[src/rtl/rca_word_sequencer.sv]
// Multi-cycle WIDTH-bit adder: one 4-bit ripple-carry slice reused over WIDTH/4 passes,
// LSB nibble first, with the carry chained through a register between passes.

module ripple_carry_adder (
  input  logic [8:0] sw,
  output logic [4:0] ledr
);
  logic [4:0] c;

  always_comb begin
    c       = '0;
    ledr    = '0;
    c[0]    = sw[8];
    for (int i = 0; i < 4; i++) begin
      ledr[i]  = sw[4+i] ^ sw[i] ^ c[i];
      c[i+1]   = (sw[4+i] & sw[i]) | (c[i] & (sw[4+i] ^ sw[i]));
    end
    ledr[4] = c[4];
  end
endmodule

module rca_word_sequencer #(
  parameter int WIDTH = 16
) (
  input  logic             clk,
  input  logic             rst,
  input  logic             start,
  input  logic [WIDTH-1:0] a,
  input  logic [WIDTH-1:0] b,
  input  logic             ci,
  output logic             busy,
  output logic             done,
  output logic [WIDTH-1:0] sum,
  output logic             cout,
  output logic             ovf
);
  localparam int NIB = WIDTH / 4;
  localparam int KW  = (NIB > 1) ? $clog2(NIB) : 1;
  localparam logic [KW-1:0] K_LAST = KW'(NIB - 1);

  localparam logic [1:0] IDLE = 2'd0;
  localparam logic [1:0] RUN  = 2'd1;
  localparam logic [1:0] DONE = 2'd2;

  logic [1:0]       state;
  logic [KW-1:0]    k;
  logic [WIDTH-1:0] a_p0;
  logic [WIDTH-1:0] b_p0;
  logic             carry_p0;
  logic [KW+1:0]    lo;
  logic [8:0]       sw;
  logic [4:0]       ledr;

  // Nibble k of the latched operands feeds the shared slice.
  always_comb begin
    lo = {k, 2'b00};
    sw = {carry_p0, a_p0[lo +: 4], b_p0[lo +: 4]};
  end

  ripple_carry_adder u_slice (
    .sw   (sw),
    .ledr (ledr)
  );

  // Overflow uses the MSB of the final nibble written on the last pass.
  function automatic logic ovf_of(input logic a_msb, input logic b_msb, input logic s_msb);
    return (a_msb == b_msb) && (s_msb != a_msb);
  endfunction

  always_ff @(posedge clk or posedge rst) begin
    if (rst) begin
      state    <= IDLE;
      k        <= '0;
      a_p0     <= '0;
      b_p0     <= '0;
      carry_p0 <= 1'b0;
      sum      <= '0;
      cout     <= 1'b0;
      ovf      <= 1'b0;
    end else begin
      case (state)
        IDLE: begin
          if (start) begin
            a_p0     <= a;
            b_p0     <= b;
            carry_p0 <= ci;
            k        <= '0;
            state    <= RUN;
          end
        end
        RUN: begin
          sum[lo +: 4] <= ledr[3:0];
          carry_p0     <= ledr[4];
          if (k == K_LAST) begin
            cout  <= ledr[4];
            ovf   <= ovf_of(a_p0[WIDTH-1], b_p0[WIDTH-1], ledr[3]);
            state <= DONE;
          end else begin
            k <= k + 1'b1;
          end
        end
        DONE:    state <= IDLE;
        default: state <= IDLE;
      endcase
    end
  end

  assign busy = (state == RUN);
  assign done = (state == DONE);
endmodule
[config.mk]
export PLATFORM = sky130hd
export DESIGN_NAME = rca_word_sequencer
export DESIGN_NICKNAME = d
export VERILOG_FILES = /design/src/rtl/rca_word_sequencer.sv
export SDC_FILE = /design/constraint.sdc
export NUM_CORES = 1
export LEC_CHECK = 0
export BUFFER_PORTS_ARGS = -buffer_cell sky130_fd_sc_hd__buf_2
export CAP_MARGIN = 40
export CORE_MARGIN = 10
export CORE_UTILIZATION = 58
export CTS_CLUSTER_SIZE = 28
export DETAILED_ROUTE_END_ITERATION = 8
export PLACE_DENSITY = 0.83
export SLEW_MARGIN = 30
export SYNTH_ARGS = -nofsm -noshare
export SYNTH_HDL_FRONTEND = slang
export SYNTH_HIERARCHICAL = 1
export SYNTH_SLANG_ARGS = --single-unit
[constraint.sdc]
create_clock -name clk -period 9.46 [get_ports clk]
set_clock_uncertainty 0.05 [all_clocks]
set_input_delay 1.419 -clock clk [delete_from_list [all_inputs] [get_ports clk]]
set_output_delay 1.419 -clock clk [all_outputs]
set_load 0.005 [all_outputs]
==> results of run 1 <==
==> report_power, final <==
group	internal [mW]	switching, mW
logic	0.265	0.272
registers	0.339	0.0802
clock network	0.0776	0.0705
==> cell families after synthesis <==
logic type / after synthesis
flops: 55
simple gates: 33
compound gates: 21
buf+inv: 23
fa+ha+maj: 10
mux: 43
==> stage by stage <==
step / std cells / hold WS, ns
global route: 294 / 0.4601
global placement: 286 / 0.4075
finish: 294 / 0.4268
detailed placement: 286 / 0.4157
CTS: 293 / 0.4366
floorplan: 185 / 0.4024
==> per-layer routing <==
metal  up-vias  routed length, µm
met4         0                 44
met3         5                361
met1       772               2212
li1        769                  -
met5         -                  0
met2        44               2305
==> cells in the final DEF, fill, tap and decap left out, types with 2 or more instances in the layout <==
master / n
mux2_1: 4
nand3b_1: 4
nand2_1: 15
o21ai_0: 7
mux2_2: 31
nor2_1: 3
mux4_2: 7
buf_2: 55
clkbuf_8: 5
fa_1: 4
nand2b_1: 2
ha_1: 6
inv_1: 15
dfrtp_1: 55
a22o_1: 10
==> cell type report <==
type                    count  area share, %
clock buffers               6          2.410
multi-input cells         107          36.89
repair buffers             57          9.763
clock inverters             1         0.9971
well taps                  52          2.160
inverters                  16          2.077
flip-flops and latches     55          45.70
==> tightest hold or removal path, stage by stage (launching register included) <==
cell and delay (ns):
dfrtp_1 0.35, nand2_1 0.04, o21ai_0 0.05
==> state kept, by name, summed over array words and instances (netlist names) <==
name      cells
a_p0         16
sum          16
state         2
k             2
b_p0         16
cout          1
carry_p0      1
ovf           1
==> final timing paths <==
path | cells after the start | startpoint | end
min in group asynchronous | 2 | rst | sum[6]$_DFFE_PP0P_
hold reg to reg | 2 | sum[14]$_DFFE_PP0P_ | sum[14]$_DFFE_PP0P_
setup reg to reg | 12 | k[0]$_DFFE_PP0P_ | ovf$_DFFE_PP0P_
max in group asynchronous | 2 | rst | state[0]$_DFFE_PP0P_
setup / recovery | 12 | k[0]$_DFFE_PP0P_ | ovf$_DFFE_PP0P_
hold / removal | 2 | sum[14]$_DFFE_PP0P_ | sum[14]$_DFFE_PP0P_
==> impl_metrics.env, run 1 <==
export IMPL_use_met1_pct=17.25
export IMPL_slew_headroom_pct=57.38
export IMPL_n_fill_cell=316
export IMPL_dp_hpwl_mm=3.653
export IMPL_arrival_ns=3.71
export IMPL_rsz0062_at_grt="no"
export IMPL_synth_simple_area_share_pct=8.708
export IMPL_ys_ff_latch=55
export IMPL_cts_root_buf="clkbuf_8"
export IMPL_synth_main_ff_cell="dfrtp_1"
export IMPL_layout_setup_ws_ns=5.898
export IMPL_critPathKind="reg2reg"
export IMPL_multiInputGateArea_um2=1111
export IMPL_cts_tree="built"
export IMPL_start_util_pct=60.06
export IMPL_overflow=0
export IMPL_clkTransAtPathRegs_ns=0.09
export IMPL_power_density_nw_per_um2=366.9
export IMPL_setup_worst_path_end_class="flip-flop"
export IMPL_setup_tns_ns=0
export IMPL_timing_fmax_mhz=280.7
export IMPL_dp_slack_ns=5.748
export IMPL_dieWidth_um=87.15
export IMPL_synth_edf_count=0
export IMPL_syn_num_nets=231
export IMPL_syn_to_final_growth_pct=15.17
export IMPL_wire_per_inst_um=16.74
export IMPL_yosysUniqueCellTypes=30
export IMPL_min_delay_path_class="reg2reg"
export IMPL_row_count=24
export IMPL_synth_cells=185
export IMPL_yosys_warnings=6
export IMPL_syn_area_um2=2615
export IMPL_cts_sinks=55
export IMPL_core_um2=4354
export IMPL_use_met2_pct=21.85
export IMPL_slowest_stage="dfrtp_1"
export IMPL_ys_seq_area_share_pct=52.63
export IMPL_num_nets_final=288
export IMPL_grt_max_degree=56
export IMPL_ant_nets=0
export IMPL_via_per_inst=5.408
export IMPL_yosysTopAreaCell="dfrtp_1"
export IMPL_reg2reg_slack_ns=5.90
export IMPL_final_max_slew_viol_count=0
export IMPL_yosysMostFrequentCell="dfrtp_1"
export IMPL_drive_above_1_share_pct=44.21
export IMPL_fin_util_pct=69.17
export IMPL_num_vias=1590
export IMPL_hold_viol_final=0
export IMPL_start_kind="flip-flop"
export IMPL_synth_mux_area_share_pct=22.11
export IMPL_synth_area_top_cells="dfrtp_1 53%, mux2_2 13%, mux4_2 6.0%"
export IMPL_outcome="finished clean"
export IMPL_grt_usage_pct=13.72
export IMPL_remaining_drc_errors=0
export IMPL_min_period_ns=3.562
export IMPL_synthXorXnorAreaFrac_pct=0
export IMPL_path_cells="buf_6 -> mux4_2 -> fa_1 -> inv_1 -> fa_1 -> inv_1 -> fa_1 -> inv_1 -> fa_1 -> inv_1 -> o22ai_1 -> mux2_2"
export IMPL_placed_cell_area_um2=2898
export IMPL_insertion_delay_ns=0.30
export IMPL_cts_resized=0
export IMPL_cap_violations=0
export IMPL_synth_compound_area_share_pct=5.742
export IMPL_crit_family="adder cells"
export IMPL_synthArstFlopShare_pct=100.0
export IMPL_yosys_area_top_type_share_pct=52.63
export IMPL_required_ns=9.60
export IMPL_grt_pass1_vias=1747
export IMPL_crit_fanout=11
export IMPL_crit_buf_inv=5
export IMPL_fin_crit_sh_pct=37.66
export IMPL_tightest_slew_ns=0.6393
export IMPL_dr_first_iter_drc_count=75
export IMPL_synth_top_family_by_area="multiplexers"
export IMPL_cts_buffers_inserted=5
export IMPL_port_buffers=55
export IMPL_yosys_top_cells_count="55 x dfrtp_1, 31 x mux2_2, 16 x inv_1"
export IMPL_p_leak_nw=1.447
export IMPL_setup_viol=0
export IMPL_grt_pass1_wl_mm=8.362
export IMPL_synthAdderAreaFrac_pct=5.933
export IMPL_cts_hold_fix_buffers=0
export IMPL_io_pins=56
export IMPL_routed_wl_mm=4.923
export IMPL_dieArea_um2=7594
export IMPL_fin_area_um2=3012
export IMPL_die_y_um=87.15
export IMPL_diodes=0
export IMPL_p_total_mw=1.105
export IMPL_clk_path_buf_depth=2
export IMPL_drt_pass1_iterations=4
export IMPL_cts_htree_levels=2
export IMPL_post_cts_buffers=0
export IMPL_antenna_found_initial=0
export IMPL_irDropWorstVdd_mv=0.1515
export IMPL_place_congestion=0.7818
export IMPL_syn_avg_cell_area_um2=14.14
export IMPL_use_met3_pct=4.775
export IMPL_regArea_um2=1376
export IMPL_slowest_delay_ns=0.60
export IMPL_grt_busiest_layer="met2"
Power figures use the tool's default switching activity.
==> inputs of run 2 (changes only) <==
--- a/config.mk
+++ b/config.mk
@@ -8,10 +8,10 @@
 export BUFFER_PORTS_ARGS = -buffer_cell sky130_fd_sc_hd__buf_2
 export CAP_MARGIN = 40
 export CORE_MARGIN = 10
-export CORE_UTILIZATION = 58
+export CORE_UTILIZATION = 54
 export CTS_CLUSTER_SIZE = 28
 export DETAILED_ROUTE_END_ITERATION = 8
-export PLACE_DENSITY = 0.83
+export PLACE_DENSITY = 0.78
 export SLEW_MARGIN = 30
 export SYNTH_ARGS = -nofsm -noshare
 export SYNTH_HDL_FRONTEND = slang
==> constraint.sdc (replaced) <==
create_clock -name clk -period 3.6 [get_ports clk]
set_clock_uncertainty 0.05 [all_clocks]
set_input_delay 0.54 -clock clk [delete_from_list [all_inputs] [get_ports clk]]
set_output_delay 0.54 -clock clk [all_outputs]
set_load 0.005 [all_outputs]
==> run 2 against run 1 <==
Count of clock-buffer cells in the layout rose by 2. Sequential share of layout area fell by 0.41 points. Die area rose by 5.7%. Critical endpoint unchanged. Largest cell class unchanged. Largest power group unchanged.
==> impl_metrics.env, run 2 (synthesized netlist as in run 1, its figures left out) <==
export IMPL_irDropWorstVdd_mv=0.4724
export IMPL_p_leak_nw=1.456
export IMPL_cts_sinks=55
export IMPL_fin_crit_sh_pct=89.17
export IMPL_placed_cell_area_um2=2939
export IMPL_cts_root_buf="clkbuf_8"
export IMPL_n_fill_cell=369
export IMPL_port_buffers=55
export IMPL_min_period_ns=3.210
export IMPL_row_count=25
export IMPL_hold_viol_final=0
export IMPL_cap_violations=0
export IMPL_setup_viol=0
export IMPL_grt_max_degree=56
export IMPL_use_met2_pct=23.22
export IMPL_die_y_um=89.59
export IMPL_dp_hpwl_mm=4.063
export IMPL_slowest_delay_ns=0.54
export IMPL_clk_path_buf_depth=2
export IMPL_use_met3_pct=4.332
export IMPL_setup_tns_ns=0
export IMPL_wire_per_inst_um=16.79
export IMPL_diodes=0
export IMPL_crit_start="k[0]$_DFFE_PP0P_"
export IMPL_syn_to_final_growth_pct=16.22
export IMPL_drt_pass1_iterations=4
export IMPL_cts_htree_levels=2
export IMPL_place_congestion=0.8216
export IMPL_via_per_inst=5.295
export IMPL_rr_worst_depth=11
export IMPL_slowest_stage="mux4_2"
export IMPL_overflow=0
export IMPL_drive_above_1_share_pct=44.90
export IMPL_num_vias=1652
export IMPL_start_util_pct=55.36
export IMPL_core_um2=4723
export IMPL_dieArea_um2=8026
export IMPL_crit_fanout=6
export IMPL_power_density_nw_per_um2=962.4
export IMPL_layout_common_cells="55 x dfrtp_1, 55 x buf_2, 31 x mux2_2"
export IMPL_largestRegisters="a_p0: 16 flops, b_p0: 16 flops, sum: 16 flops"
export IMPL_required_ns=3.75
export IMPL_grt_pass1_wl_mm=8.714
export IMPL_post_cts_buffers=0
export IMPL_grt_usage_pct=14.32
export IMPL_dr_first_iter_drc_count=73
export IMPL_num_nets_final=290
export IMPL_critPathKind="reg2reg"
export IMPL_instances_no_fill=312
export IMPL_outcome="finished clean"
export IMPL_insertion_delay_ns=0.30
export IMPL_fin_area_um2=3039
export IMPL_start_kind="flip-flop"
export IMPL_min_delay_path_class="in2async"
export IMPL_grt_busiest_layer="met2"
export IMPL_cts_tree="built"
export IMPL_setup_worst_path_end_class="flip-flop"
export IMPL_crit_reg2reg_launch="k[0]$_DFFE_PP0P_"
export IMPL_clkTransAtPathRegs_ns=0.09
export IMPL_cts_buffers_inserted=5
export IMPL_dieWidth_um=89.59
export IMPL_tightest_slew_ns=0.6572
export IMPL_io_pins=56
export IMPL_slew_headroom_pct=56.18
export IMPL_path_cells="mux4_2 -> fa_1 -> inv_1 -> fa_1 -> inv_1 -> fa_1 -> inv_1 -> fa_1 -> inv_1 -> o22ai_1 -> mux2_2"
export IMPL_placed_cells=304
export IMPL_cts_hold_fix_buffers=0
export IMPL_cts_resized=0
export IMPL_antenna_found_initial=0
export IMPL_routed_wl_mm=5.240
export IMPL_timing_fmax_mhz=311.5
export IMPL_rsz0062_at_grt="no"
export IMPL_arrival_ns=3.36
export IMPL_ant_nets=0
export IMPL_remaining_drc_errors=0
export IMPL_grt_pass1_vias=1758
export IMPL_final_max_slew_viol_count=0
export IMPL_use_met1_pct=17.70
run 2: changes by cell type in the layout (fill, tap and decap cells not counted), sizes merged:
cell	previous run	this run
buf	57	59
clkbuf	6	8
bufinv	1	0
run 2: final timing paths:
path | slack [ns] | end
max | 0.39 | ovf$_DFFE_PP0P_
min | 0.28 | b_p0[13]$_DFFE_PP0P_
max reg2reg | 0.39 | ovf$_DFFE_PP0P_
min reg2reg | 0.44 | sum[13]$_DFFE_PP0P_
max in group asynchronous | 2.79 | k[0]$_DFFE_PP0P_
min in group clk | 0.40 | a_p0[7]$_DFFE_PP0P_
run 2: area by class of cell:
class | instances | area [µm²] | area share, %
sequential | 55 | 1376 | 45.29
multi-input combinational | 107 | 1111 | 36.56
timing repair buffer | 59 | 305.3 | 10.05
clock buffer | 8 | 100.1 | 3.294
tap | 67 | 83.83 | 2.758
inverter | 16 | 62.56 | 2.058
run 2: where the power goes:
group | internal [mW] | switching (mW) | total [mW]
clock network | 0.176 | 0.188 | 0.364
registers | 0.893 | 0.189 | 1.08
logic | 0.714 | 0.764 | 1.48
total | 1.78 | 1.14 | 2.92
run 2: critical path: cells and delay by family, from the launching register on:
family	cells	cell delay, ns
mux	2	0.80
buf+inv	4	0.38
fa+ha+maj	4	1.36
compound gates	1	0.09
flops	1	0.43
run 2: layer usage:
layer	share of wire, %	wire length, µm
met3	5.7	301
met1	43	2269
met4	1.7	87
met5	0	0
met2	49	2582
run 2: metrics by stage:
step / hold slack [ns] / total power [mW] / setup WS [ns] / util [%]
2_1_floorplan: 0.4024 / 2.169 / 0.2643 / -
3_3_place_gp: 0.4083 / 2.508 / 0.4769 / 62.17
3_5_place_dp: 0.4232 / 2.576 / 0.3852 / 62.23
4_1_cts: 0.3041 / 2.939 / 0.3768 / 64.34
5_1_grt: 0.3175 / 3.187 / 0.1855 / 64.34
6_report: 0.2830 / 2.925 / 0.3897 / 64.34
==> inputs of run 3 (changes only) <==
--- a/config.mk
+++ b/config.mk
@@ -7,11 +7,13 @@
 export LEC_CHECK = 0
 export BUFFER_PORTS_ARGS = -buffer_cell sky130_fd_sc_hd__buf_2
 export CAP_MARGIN = 40
+export CORE_ASPECT_RATIO = 2
 export CORE_MARGIN = 10
-export CORE_UTILIZATION = 54
+export CORE_UTILIZATION = 56
+export CTS_BUF_LIST = sky130_fd_sc_hd__clkbuf_4 sky130_fd_sc_hd__clkbuf_8
 export CTS_CLUSTER_SIZE = 28
 export DETAILED_ROUTE_END_ITERATION = 8
-export PLACE_DENSITY = 0.78
+export PLACE_DENSITY = 0.81
 export SLEW_MARGIN = 30
 export SYNTH_ARGS = -nofsm -noshare
 export SYNTH_HDL_FRONTEND = slang
==> run 3 against run 2 <==
Non-clock buffer count unchanged. Design area decreased by 0.78%. First-iteration DRC count decreased by 45%. Routed wire length shrank 0.21%. Utilization grew 1.9 points. Die area shrank 0.72%. Power increased by 0.81%. Sequential power about the same. Via count fell by 1.9%. Clock power down 5%. Combinational power rose by 3%.
==> impl_metrics.env, run 3 (synthesized netlist as in run 1, its figures left out) <==
export IMPL_outcome="finished clean"
export IMPL_insertion_delay_ns=0.31
export IMPL_core_um2=4554
export IMPL_slowest_stage="mux4_2"
export IMPL_clkTransAtPathRegs_ns=0.10
export IMPL_grt_usage_pct=14.43
export IMPL_cts_sinks=55
export IMPL_dr_first_iter_drc_count=40
export IMPL_grt_max_degree=56
export IMPL_hold_viol_final=0
export IMPL_io_pins=56
export IMPL_critPathKind="reg2reg"
export IMPL_remaining_drc_errors=0
export IMPL_port_buffers=55
export IMPL_p_int_mw=1.754
export IMPL_required_ns=3.76
export IMPL_start_kind="flip-flop"
export IMPL_clk_path_buf_depth=2
export IMPL_antenna_found_initial=0
export IMPL_setup_worst_path_end_class="flip-flop"
export IMPL_pwr_share_seq_pct=36.6
export IMPL_ant_nets=0
export IMPL_diodes=0
export IMPL_dp_hpwl_mm=4.168
export IMPL_cts_resized=0
export IMPL_drt_pass1_iterations=4
export IMPL_path_cells="mux4_2 -> fa_1 -> inv_1 -> fa_1 -> inv_1 -> fa_1 -> inv_1 -> fa_1 -> inv_1 -> o22ai_1 -> mux2_2"
export IMPL_largestRegisters="a_p0: 16 flops, b_p0: 16 flops, sum: 16 flops"
export IMPL_switchingPower_mw=1.194
export IMPL_place_congestion=0.8011
export IMPL_final_max_slew_viol_count=0
export IMPL_num_nets_final=290
export IMPL_grt_pass1_vias=1877
export IMPL_crit_fanout=6
export IMPL_drive_above_1_share_pct=45.31
export IMPL_cts_buffers_inserted=5
export IMPL_post_cts_buffers=0
export IMPL_timing_fmax_mhz=307.3
export IMPL_p_leak_nw=1.454
export IMPL_cts_htree_levels=2
export IMPL_setup_viol=0
export IMPL_layout_common_cells="55 x dfrtp_1, 55 x buf_2, 31 x mux2_2"
export IMPL_via_per_inst=5.403
export IMPL_min_period_ns=3.254
export IMPL_cts_hold_fix_buffers=0
export IMPL_n_fill_cell=369
export IMPL_power_density_nw_per_um2=977.8
export IMPL_rsz0062_at_grt="no"
export IMPL_arrival_ns=3.41
export IMPL_clkPwrFrac_pct=11.7
export IMPL_slew_headroom_pct=57.47
export IMPL_cap_violations=0
export IMPL_grt_pass1_wl_mm=8.742
export IMPL_cts_tree="built"
export IMPL_overflow=0
export IMPL_irDropWorstVdd_mv=0.6708
export IMPL_fin_area_um2=3015
export IMPL_dieArea_um2=7969
export IMPL_min_delay_path_class="in2async"
export IMPL_dieWidth_um=68.32
export IMPL_die_y_um=116.6
export IMPL_p_sw_share_pct=40.51
export IMPL_setup_tns_ns=0
export IMPL_fin_crit_sh_pct=90.40
export IMPL_num_vias=1621
export IMPL_wire_per_inst_um=17.43
export IMPL_row_count=35
export IMPL_syn_to_final_growth_pct=15.31
export IMPL_placed_cell_area_um2=2924
export IMPL_start_util_pct=57.42
export IMPL_tightest_slew_ns=0.6380
export IMPL_slowest_delay_ns=0.54
export IMPL_combPwrFrac_pct=51.7
export IMPL_routed_wl_mm=5.229
export IMPL_cts_root_buf="clkbuf_8"
## run 3: final cells by class
class / instances / area [µm²] / area share, %
Sequential cell: 55 / 1376 / 45.64
Timing Repair Buffer: 59 / 305.3 / 10.12
Tap cell: 55 / 68.82 / 2.282
Multi-Input combinational cell: 107 / 1111 / 36.85
Clock buffer: 5 / 68.82 / 2.282
Inverter: 16 / 62.56 / 2.075
Clock inverter: 3 / 22.52 / 0.7469
## run 3: critical path, delay by kind of cell (launching register included)
kind	cells	cell delay (ns)
AO/OA/AOI/OAI	1	0.11
multiplexers	2	0.81
buffers and inverters	4	0.40
flip-flops	1	0.43
adder cells (fa/ha/maj)	4	1.35
## run 3: metrics by stage
stage	hold WS, ns	utilization, %	total power [mW]	cells	setup slack, ns
floorplan	0.4024	-	2.169	185	0.2643
global placement	0.4101	64.15	2.535	292	0.4622
detailed placement	0.4154	64.20	2.631	292	0.3485
CTS	0.2833	66.21	2.978	300	0.3358
global route	0.2981	66.21	3.189	300	0.1625
finish	0.2663	66.21	2.948	300	0.3458
## run 3: power by group through the flow
stage | clock [mW] | sequential (mW) | combinational [mW]
after floorplan | 0 | 1.02 | 1.15
after global placement | 0 | 1.08 | 1.46
after detailed placement | 0 | 1.10 | 1.53
after CTS | 0.360 | 1.08 | 1.54
after global routing | 0.382 | 1.11 | 1.69
final | 0.346 | 1.08 | 1.52
## run 3: final timing paths
path,startpoint,cells past startpoint,slack (ns),endpoint
max,k[0]$_DFFE_PP0P_,11,0.35,ovf$_DFFE_PP0P_
min,rst,2,0.27,sum[0]$_DFFE_PP0P_
max reg2reg,k[0]$_DFFE_PP0P_,11,0.35,ovf$_DFFE_PP0P_
min reg2reg,sum[14]$_DFFE_PP0P_,2,0.43,sum[14]$_DFFE_PP0P_
max in group asynchronous,rst,2,2.81,a_p0[0]$_DFFE_PP0P_
min in group clk,a[7],2,0.39,a_p0[7]$_DFFE_PP0P_
## run 3: per-layer routing
layer | track usage, % | part of all wire, %
met1 | 14.48 | 35
met2 | 25.78 | 56
met3 | 3.842 | 5.9
met4 | 7.287 | 3.2
met5 | 0 | 0
